--- src/rtl/coproc_img_pkg.sv ---
`default_nettype none
// =============================================================================
// Package     : coproc_img_pkg
// Description : Shared constants and types for the image co-processor row path
//               (pixel format, row/frame geometry, row_writer state encoding).
// Revision    : 1.0 - initial release
// =============================================================================
package coproc_img_pkg;

    // Pixel format: RGB444, R [11:8], G [7:4], B [3:0]
    localparam int PIX_W    = 12;
    // Pixels per row; equals the row accumulator depth
    localparam int ROW_PIX  = 256;
    // Rows per frame
    localparam int NUM_ROWS = 256;
    // Row address width; 2**ROW_AW must cover NUM_ROWS
    localparam int ROW_AW   = 8;
    // Width of the per-row pixel counter
    localparam int PIX_CW   = $clog2(ROW_PIX);

    localparam logic [PIX_CW-1:0] C_LAST_PIX = PIX_CW'(ROW_PIX - 1);
    localparam logic [ROW_AW-1:0] C_LAST_ROW = ROW_AW'(NUM_ROWS - 1);

    typedef logic [PIX_W-1:0] pixel_t;

    // row_writer sequencing states, explicit 2-bit encoding
    typedef enum logic [1:0] {
        IDLE   = 2'd0,
        FILL   = 2'd1,
        COMMIT = 2'd2,
        DONE   = 2'd3
    } rw_state_t;

endpackage : coproc_img_pkg
`default_nettype wire

--- src/rtl/row_writer_if.sv ---
`default_nettype none
// =============================================================================
// Interface   : row_writer_if
// Description : Bundles the row_writer data paths: upstream pixel stream,
//               accumulator write port and image-buffer row-write request.
//               master = row_writer side, slave = its environment.
// Revision    : 1.0 - initial release
// =============================================================================
interface row_writer_if;
    import coproc_img_pkg::*;

    // Upstream pixel stream
    logic                pix_valid;
    pixel_t              pix_data;
    logic                pix_ready;
    // Row accumulator write port
    logic                accum_we;
    pixel_t              accum_wdata;
    // Image buffer row write
    logic                buf_we;
    logic [ROW_AW-1:0]   buf_waddr;
    logic                buf_ready;

    modport master (
        input  pix_valid,
        input  pix_data,
        output pix_ready,
        output accum_we,
        output accum_wdata,
        output buf_we,
        output buf_waddr,
        input  buf_ready
    );

    modport slave (
        output pix_valid,
        output pix_data,
        input  pix_ready,
        input  accum_we,
        input  accum_wdata,
        input  buf_we,
        input  buf_waddr,
        output buf_ready
    );

endinterface : row_writer_if
`default_nettype wire

--- src/rtl/row_writer.sv ---
`default_nettype none
// =============================================================================
// Module      : row_writer
// Description : Forwards an RGB444 pixel stream into the 256-entry row
//               accumulator, and after every full row issues one handshaked
//               row write to the image buffer. Sequences NUM_ROWS rows per
//               frame and pulses frame_done after the last row is written.
// Options     : ROW_WRITER_VFLIP_EN - when defined, rows are written bottom-up
//               (first streamed row lands at address NUM_ROWS-1).
// Revision    : 1.0 - initial release
// =============================================================================
module row_writer
    import coproc_img_pkg::*;
(
    input  wire logic        clk,
    input  wire logic        rst,
    input  wire logic        start,
    row_writer_if.master     rw,
    output logic             busy,
    output logic             frame_done
);

    rw_state_t              r_state;
    logic [PIX_CW-1:0]      r_pix_cnt;
    logic [ROW_AW-1:0]      r_row_cnt;
    logic                   r_pix_ready;
    logic                   r_busy;
    logic                   r_buf_we;
    logic [ROW_AW-1:0]      r_buf_waddr;
    logic                   r_frame_done;
    logic                   w_accept;

    // Maps the streamed row index to its image-buffer address
    function automatic logic [ROW_AW-1:0] row_to_addr(input logic [ROW_AW-1:0] row);
`ifdef ROW_WRITER_VFLIP_EN
        return C_LAST_ROW - row;
`else
        return row;
`endif
    endfunction

    // A pixel is taken only while filling; ready is a registered FILL flag
    assign w_accept       = rw.pix_valid & r_pix_ready;

    // Zero-latency pass-through to the accumulator, quiet outside FILL
    assign rw.accum_we    = w_accept;
    assign rw.accum_wdata = r_pix_ready ? rw.pix_data : '0;

    assign rw.pix_ready   = r_pix_ready;
    assign rw.buf_we      = r_buf_we;
    assign rw.buf_waddr   = r_buf_waddr;
    assign busy           = r_busy;
    assign frame_done     = r_frame_done;

    // Frame sequencer: counters, state and all registered outputs
    always_ff @(posedge clk) begin
        if (rst) begin
            r_state      <= IDLE;
            r_pix_cnt    <= '0;
            r_row_cnt    <= '0;
            r_pix_ready  <= 1'b0;
            r_busy       <= 1'b0;
            r_buf_we     <= 1'b0;
            r_buf_waddr  <= '0;
            r_frame_done <= 1'b0;
        end else begin
            r_frame_done <= 1'b0;
            case (r_state)
                IDLE: begin
                    if (start) begin
                        r_state     <= FILL;
                        r_pix_cnt   <= '0;
                        r_row_cnt   <= '0;
                        r_buf_waddr <= row_to_addr('0);
                        r_pix_ready <= 1'b1;
                        r_busy      <= 1'b1;
                    end
                end
                FILL: begin
                    if (w_accept) begin
                        if (r_pix_cnt == C_LAST_PIX) begin
                            // Accumulator takes this pixel on the same edge, so
                            // its row output is settled for all of COMMIT.
                            r_pix_cnt   <= '0;
                            r_state     <= COMMIT;
                            r_pix_ready <= 1'b0;
                            r_buf_we    <= 1'b1;
                        end else begin
                            r_pix_cnt <= r_pix_cnt + 1'b1;
                        end
                    end
                end
                COMMIT: begin
                    if (rw.buf_ready) begin
                        r_buf_we <= 1'b0;
                        if (r_row_cnt == C_LAST_ROW) begin
                            r_state      <= DONE;
                            r_frame_done <= 1'b1;
                        end else begin
                            r_row_cnt   <= r_row_cnt + 1'b1;
                            r_buf_waddr <= row_to_addr(r_row_cnt + 1'b1);
                            r_state     <= FILL;
                            r_pix_ready <= 1'b1;
                        end
                    end
                end
                DONE: begin
                    // start here is deliberately ignored
                    r_state <= IDLE;
                    r_busy  <= 1'b0;
                end
                default: begin
                    r_state     <= IDLE;
                    r_pix_ready <= 1'b0;
                    r_busy      <= 1'b0;
                    r_buf_we    <= 1'b0;
                end
            endcase
        end
    end

endmodule : row_writer
`default_nettype wire

--- src/flat_wrapper.sv ---
// flat-port wrapper written by rule: the top's interface ports become plain ports
module row_writer_flat import coproc_img_pkg::*;
  (clk, rst, start, busy, frame_done, rw_pix_valid, rw_pix_data, rw_pix_ready, rw_accum_we, rw_accum_wdata, rw_buf_we, rw_buf_waddr, rw_buf_ready);
  row_writer_if rw_i ();
  input  wire logic clk;
  input  wire logic rst;
  input  wire logic start;
  output logic busy;
  output logic frame_done;
  input wire logic [$bits(rw_i.pix_valid)-1:0] rw_pix_valid;
  input wire logic [$bits(rw_i.pix_data)-1:0] rw_pix_data;
  output wire logic [$bits(rw_i.pix_ready)-1:0] rw_pix_ready;
  output wire logic [$bits(rw_i.accum_we)-1:0] rw_accum_we;
  output wire logic [$bits(rw_i.accum_wdata)-1:0] rw_accum_wdata;
  output wire logic [$bits(rw_i.buf_we)-1:0] rw_buf_we;
  output wire logic [$bits(rw_i.buf_waddr)-1:0] rw_buf_waddr;
  input wire logic [$bits(rw_i.buf_ready)-1:0] rw_buf_ready;
  assign rw_i.pix_valid = rw_pix_valid;
  assign rw_i.pix_data = rw_pix_data;
  assign rw_pix_ready = rw_i.pix_ready;
  assign rw_accum_we = rw_i.accum_we;
  assign rw_accum_wdata = rw_i.accum_wdata;
  assign rw_buf_we = rw_i.buf_we;
  assign rw_buf_waddr = rw_i.buf_waddr;
  assign rw_i.buf_ready = rw_buf_ready;
  row_writer u_core (.clk(clk), .rst(rst), .start(start), .rw(rw_i), .busy(busy), .frame_done(frame_done));
endmodule
--- config.mk ---
export PLATFORM = sky130hd
export DESIGN_NAME = row_writer_flat
export DESIGN_NICKNAME = d
export VERILOG_FILES = /design/src/rtl/coproc_img_pkg.sv /design/src/rtl/row_writer_if.sv /design/src/rtl/row_writer.sv /design/src/flat_wrapper.sv
export SDC_FILE = /design/constraint.sdc
export NUM_CORES = 1
export LEC_CHECK = 0
export CORE_ASPECT_RATIO = 1.25
export CORE_MARGIN = 1.5
export CORE_UTILIZATION = 47
export CTS_CLUSTER_DIAMETER = 60
export DETAILED_ROUTE_END_ITERATION = 16
export PLACE_DENSITY_LB_ADDON = 0.08
export SLEW_MARGIN = 15
export SYNTH_ARGS = -nofsm -noshare
export SYNTH_HDL_FRONTEND = slang
export SYNTH_SLANG_ARGS = --single-unit
--- constraint.sdc ---
create_clock -name clk -period 4.1 [get_ports clk]
set_clock_uncertainty 0.15 [all_clocks]
set_input_delay 0.82 -clock clk [delete_from_list [all_inputs] [get_ports clk]]
set_output_delay 0.82 -clock clk [all_outputs]
set_load 0.03 [all_outputs]
==> results of run 1 <==
## worst max path at each step
stage	to	startpoint	slack (ps)
after global placement	rw_accum_we	rw_pix_valid	990
after global routing	rw_accum_we	rw_pix_valid	900
after floorplan	rw_accum_wdata[1]	u_core.rw.pix_ready	2010
final	rw_accum_we	rw_pix_valid	970
after detailed placement	rw_accum_we	rw_pix_valid	970
after CTS	rw_accum_we	rw_pix_valid	960
## through the flow
| step | area (sq um) | hold slack [ps] | total power, mW | utilization [%] |
|---|---|---|---|---|
| 2_1_floorplan | 1140 | 311 | 0.272 | - |
| 3_3_place_gp | 1570 | 296 | 0.309 | 69.4 |
| 3_5_place_dp | 1570 | 306 | 0.311 | 69.4 |
| 4_1_cts | 1620 | 324 | 0.475 | 71.7 |
| 5_1_grt | 1620 | 360 | 0.490 | 71.7 |
| 6_report | 1620 | 324 | 0.472 | 71.7 |
## worst max-delay path, stage by stage
cell and delay (ps):
clkdlybuf4s50_1 500, nand2_1 80, inv_1 100, clkdlybuf4s50_1 670
## area by class of cell
class                      instances  share of cell area [%]
tap                               31                    2.39
clock buffer                       3                    1.39
sequential                        22                    27.2
clock inverter                     1                    1.85
inverter                           6                    1.39
multi-input combinational         99                    40.5
timing repair buffer              41                    25.3
## layout by cell type (no fill, tap or decap), drive strengths merged, types with 4 or more instances in the layout
cell and n:
clkdlybuf4s50 41, nand3 7, inv 6, xnor2 6, a211oi 4, o21ai 4, nor2 14, and2 12
nand4 4, dfxtp 22, nand2 9, a21oi 11
## cell families after synthesis
group	synth area share, %
simple gates	29.4
compound gates	17.7
flops	38.6
buf+inv	3.95
xor+xnor	6.91
fa+ha+maj	2.19
mux	1.32
## registers in the layout, indices dropped and copies added (netlist names)
name and flops:
u_core.rw.buf_waddr 8, u_core.frame_done 1, u_core.rw.pix_ready 1, u_core.rw.buf_we 1
u_core.r_pix_cnt 8, u_core.busy 1, u_core.r_state 2
## power groups by stage
stage          clock network [mW]  logic, mW  registers (mW)
5_1_grt                     0.177     0.0870           0.226
4_1_cts                     0.169     0.0817           0.225
3_5_place_dp                    0     0.0813           0.230
3_3_place_gp                    0     0.0801           0.229
2_1_floorplan                   0     0.0414           0.231
6_report                    0.166     0.0814           0.225
## metal layers
metal  up-vias  routed length (um)  part of all wire (%)  GRT usage (%)
met5         -                   0                     0              0
met4         0                  48                   1.7           10.7
met3         7                 125                   4.5           3.74
met2        42                1490                    53           38.9
met1       527                1130                    41           26.1
li1        544                   -                     -              -
==> results.md, run 1 <==
- Synth area leaders: dfxtp_1 39%, and2_1 6.6%, a21oi_1 4.8%
- # clock sinks: 22
- DP Cell Count: slightly below 200
- Initial DRC Count: 31
- Mapped Nets: about 150
- GP Congestion: ~0.85
- DIE WIDTH: roughly 47 um
- Register area share after synthesis: approximately 39%
- Starting density of the core: 50.5%
- H-tree depth: 1
- Routed len/inst: around 14 um
- Critical path type: input pin to output port
- Vias/cell: approximately 5.5
- EDFF count, synth: 0
- Vias in the first global route: between 1000 and 1500
- Clk pwr share: a little over a third
- Top_reg_cell synth: dfxtp_1
- Cell type with the highest aggregate area in the netlist: dfxtp_1
- RSZ-0062 raised after global routing: no
- Worst Setup End Kind: output port
- DRC: 0
- Hold_buf cts: 0
- Hold Vio Cnt, Final: 0
- Largest net degree at the start of global routing: 17
- Worst slew margin: 72.6%
- Fin Setup TNS: 0 ps
- Top-Level Pins: 42
- Layout Cells excl Fill: a little over 200
- 1st-pass router iterations: 4
- Minimum clock period: between 3000 and 4000 ps
- Die Area: 0.00273 sq mm
- Net Sw Frac: between 20% and 30%
- Flop-to-flop setup slack: around 2200 ps
- Fin. max-slew vios: 0
- Reg power frac: a little under half
- Hold Path Depth: 2
- Reg2reg start: u_core.rw.pix_ready
- Synthesized area per cell: between 8 and 9 sq um
- Most frequent cell after synthesis: dfxtp_1
- Area of the multi-input gates: 656 sq um
- CP arrival: ~2200 ps
- CTS clk-pin slew, worst paths: 120 ps
- Worst Min Path Start: u_core.rw.buf_we
- Ys Warns: 0
- Final wirelength: 2790 um
- CTS Root Cell: clkbuf_4
- Pwr dens: between 200 and 300 mW/mm^2
- Int Power: 0.356 mW
- Asr flop ratio synth: 0%
- Fmax: 319 MHz
- Layout fillers: roughly 180
- Placement Setup Slack: 973 ps
- Post-synth top area share: around 39%
- Net switching power: 0.116 mW
- Comb pwr share: between 15 and 20%
- Row cnt: 19
- Worst Reg2Reg Path Length in Cells: 4
- Clock Tree Buf Depth: 2
- Fraction of layout instances using a drive strength above 1: under 10%
- Final setup violation count: 0
- Die height: between 50 and 60 um
- GR Util All Layers: ~23%
- Leak: around 0.57 nW
- Antenna Nets Post-Route: 0
- Gr ovfl total: 0
- CTS tree: yes
- Reg area: between 400 and 500 sq um
- Via Count: approximately 1100
- MaxCap Viol Count: 0
- HP Class: flop to flop
- Setup crit start kind: input pin
- Status: finished clean
- Worst-margin pin slew: slightly above 400 ps
- Final nets: roughly 190
- Synth unique cells: 39
- Detailed Place HPWL: roughly 2200 um
- Port-buffer cells: 41
- VDD IR max: 0.292 mV
- Post-CTS sizing: 0
- #FFs+latches synth: 22
- Clock Latency Late Sink: between 300 and 400 ps
- CORE AREA: 0.00226 sq mm
- Synth top cells by count: 22 x dfxtp_1, 14 x nor2_1, 12 x and2_1
- Area growth from synthesis to layout: 42.0%
- Final setup margin: 967 ps
- Initial antenna violation count: 0
- CTS buffer count: 3
- Post-CTS Setup Repair Bufs: 0
- Synthesized cell area: 0.00114 sq mm
- Hold Crit Endpoint: u_core.rw.buf_we
- Critical path data required time: between 3000 and 4000 ps
- Final period util: ~76%
- Post-Synthesis Cells: between 100 and 150
- Critical path peak fanout: 2
- Ant. Diodes: 0
- RR Endpoint: u_core.r_pix_cnt[0]
- First-pass GRT wire length: between 4000 and 5000 um
Power figures use the tool's default switching activity.
==> run 2: changes to the inputs <==
--- a/config.mk
+++ b/config.mk
@@ -7,7 +7,7 @@
 export LEC_CHECK = 0
 export CORE_ASPECT_RATIO = 1.25
 export CORE_MARGIN = 1.5
-export CORE_UTILIZATION = 47
+export CORE_UTILIZATION = 43
 export CTS_CLUSTER_DIAMETER = 60
 export DETAILED_ROUTE_END_ITERATION = 16
 export PLACE_DENSITY_LB_ADDON = 0.08
==> constraint.sdc (replaced) <==
create_clock -name clk -period 3.2 [get_ports clk]
set_clock_uncertainty 0.15 [all_clocks]
set_input_delay 0.64 -clock clk [delete_from_list [all_inputs] [get_ports clk]]
set_output_delay 0.64 -clock clk [all_outputs]
set_load 0.03 [all_outputs]
==> results.md, run 2 (synthesis results as in run 1) <==
- 1st-pass router iterations: 4 (unchanged)
- # clock sinks: 22 (unchanged)
- Placement Setup Slack: 448 ps (-525 ps)
- Critical path's slowest cell: clkdlybuf4s50_1
- Fin. max-slew vios: 0 (unchanged)
- CTS Root Cell: clkbuf_4
- First-pass GRT wire length: 4390 um (-4.1%)
- Vias/cell: 5.37 (-2.7%)
- Fin Setup TNS: 0 ps (unchanged)
- Worst stage delay on the critical path: 660 ps (about the same)
- Pwr dens: 337 mW/mm^2 (+16%)
- Setup crit start kind: input pin
- HP Class: flop to flop
- Worst setup endpoint: rw_accum_we
- Post-CTS sizing: 0 (unchanged)
- Antenna Nets Post-Route: 0 (unchanged)
- Final setup violation count: 0 (unchanged)
- Port-buffer cells: 41 (unchanged)
- Vias in the first global route: 1042 (-3.8%)
- Flop-to-flop setup slack: 1290 ps (-890 ps)
- DRC: 0 (unchanged)
- Fmax: 363 MHz
- Final setup margin: 444 ps (-523 ps)
- Worst slew margin: 73.1% (+0.58 points)
- GP Congestion: 0.845 (-0.20%)
- Most frequent cells in the layout: 41 x clkdlybuf4s50_1, 22 x dfxtp_1, 14 x nor2_1, 12 x and2_1, 11 x a21oi_1
- Initial antenna violation count: 0 (unchanged)
- Starting density of the core: 46.1% (-4.5 points)
- Fin Hold WS: 313 ps (-10.9 ps)
- Final wirelength: 2640 um (-5.6%)
- Row cnt: 20 (+1)
- CP Launch Point: rw_pix_valid
- Leak: 0.559 nW (-1.2%)
- Layout fillers: 221 (+21%)
- Worst Reg2Reg Path Length in Cells: 4 (unchanged)
- Detailed Place HPWL: 2040 um (-6.4%)
- VDD IR max: 0.205 mV (-30%)
- GR Util All Layers: 19.0% (-3.7 points)
- CORE AREA: 0.00248 sq mm (+9.7%)
- Layout Cells excl Fill: 205 (+0.99%)
- DIE WIDTH: 49.1 um (+4.3%)
- Die Area: 0.00297 sq mm (+8.8%)
- Final period util: between 80% and 90%
- Post-CTS Setup Repair Bufs: 0 (unchanged)
- Post-DP Area: 0.00157 sq mm (+0.16%)
- Clock Tree Buf Depth: 2 (unchanged)
- Gr ovfl total: 0 (unchanged)
- Routed len/inst: 12.9 um (-6.5%)
- Most frequent CP cell: clkdlybuf4s50_1
- Initial DRC Count: 16 (-48%)
- CTS buffer count: 3 (unchanged)
- Worst Setup End Kind: output port
- DP Cell Count: 201 (+1.0%)
- Clock Latency Late Sink: 300 ps (about the same)
- Critical path data required time: 2410 ps (-720 ps)
- Critical path type: input pin to output port
- H-tree depth: 1 (unchanged)
- Status: finished clean
- Fraction of layout instances using a drive strength above 1: 8.14% (unchanged)
- Final instance area: 0.00161 sq mm (-0.85%)
- MaxCap Viol Count: 0 (unchanged)
- Ant. Diodes: 0 (unchanged)
- Hold Vio Cnt, Final: 0 (unchanged)
- Die height: 60.6 um (+4.3%)
- RR Endpoint: u_core.r_pix_cnt[6]
- Reg2reg start: u_core.rw.pix_ready
- Minimum clock period: 2760 ps
- Worst-margin pin slew: 401 ps (-8.72 ps)
- Crit-path cells: clkdlybuf4s50_1, nand2_1, inv_1, clkdlybuf4s50_1
- Final nets: 192 (unchanged)
- CP arrival: 1970 ps (-190 ps)
- Critical path peak fanout: 2 (unchanged)
- Commonest non-fill, non-tap cell in the layout: clkdlybuf4s50_1
- Top-Level Pins: 42 (unchanged)
- Hold_buf cts: 0 (unchanged)
- Largest net degree at the start of global routing: 17 (unchanged)
- CTS tree: yes
- Area growth from synthesis to layout: 40.8%
- CTS clk-pin slew, worst paths: 120 ps (about the same)
- RSZ-0062 raised after global routing: no
- Via Count: 1101 (-1.7%)
run 2: changes by cell type in the layout (fill, tap and decap cells not counted), sizes merged:
cell and change:
clkbuf +1, bufinv -1
run 2: final cells by class:
cell class / count / area (sq um) / area share (%)
flip-flops and latches: 22 / 440 / 27.4
multi-input cells: 99 / 656 / 40.8
clock buffers: 4 / 36.3 / 2.26
inverters: 6 / 22.5 / 1.40
well taps: 33 / 41.3 / 2.57
repair buffers: 41 / 410 / 25.5
run 2: worst max-delay path, delay by kind of cell:
| family | cells | cell delay [ps] |
|---|---|---|
| buffers and inverters | 3 | 1240 |
| AND/OR/NAND/NOR | 1 | 70 |
run 2: worst min-delay path by stage:
stage,startpoint,end,slack (ps),cells past startpoint
floorplan,u_core.r_pix_cnt[1],u_core.r_pix_cnt[1],310,2
global placement,u_core.rw.buf_we,u_core.rw.buf_we,290,2
detailed placement,u_core.rw.buf_we,u_core.rw.buf_we,310,2
CTS,u_core.rw.buf_we,u_core.rw.buf_we,320,2
global route,u_core.rw.buf_we,u_core.rw.buf_we,360,2
finish,u_core.rw.buf_we,u_core.rw.buf_we,310,2
run 2: routing by layer:
layer	vias to the layer above	GRT usage, %	routed length (um)
met5	-	0	0
li1	550	-	-
met2	40	36.9	1310
met3	2	2.46	143
met1	509	20.7	1170
met4	0	8.57	17
run 2: metrics by stage:
stage | utilization (%) | total power, mW
floorplan | - | 0.349
global placement | 63.4 | 0.396
detailed placement | 63.4 | 0.398
CTS | 64.8 | 0.548
global route | 64.8 | 0.567
finish | 64.8 | 0.542
run 2: report_power, final:
group | internal, mW | switching (mW) | leakage [nW]
Combinational | 0.0501 | 0.0536 | 0.360
Sequential | 0.279 | 0.00875 | 0.178
Clock | 0.0694 | 0.0809 | 0.0210
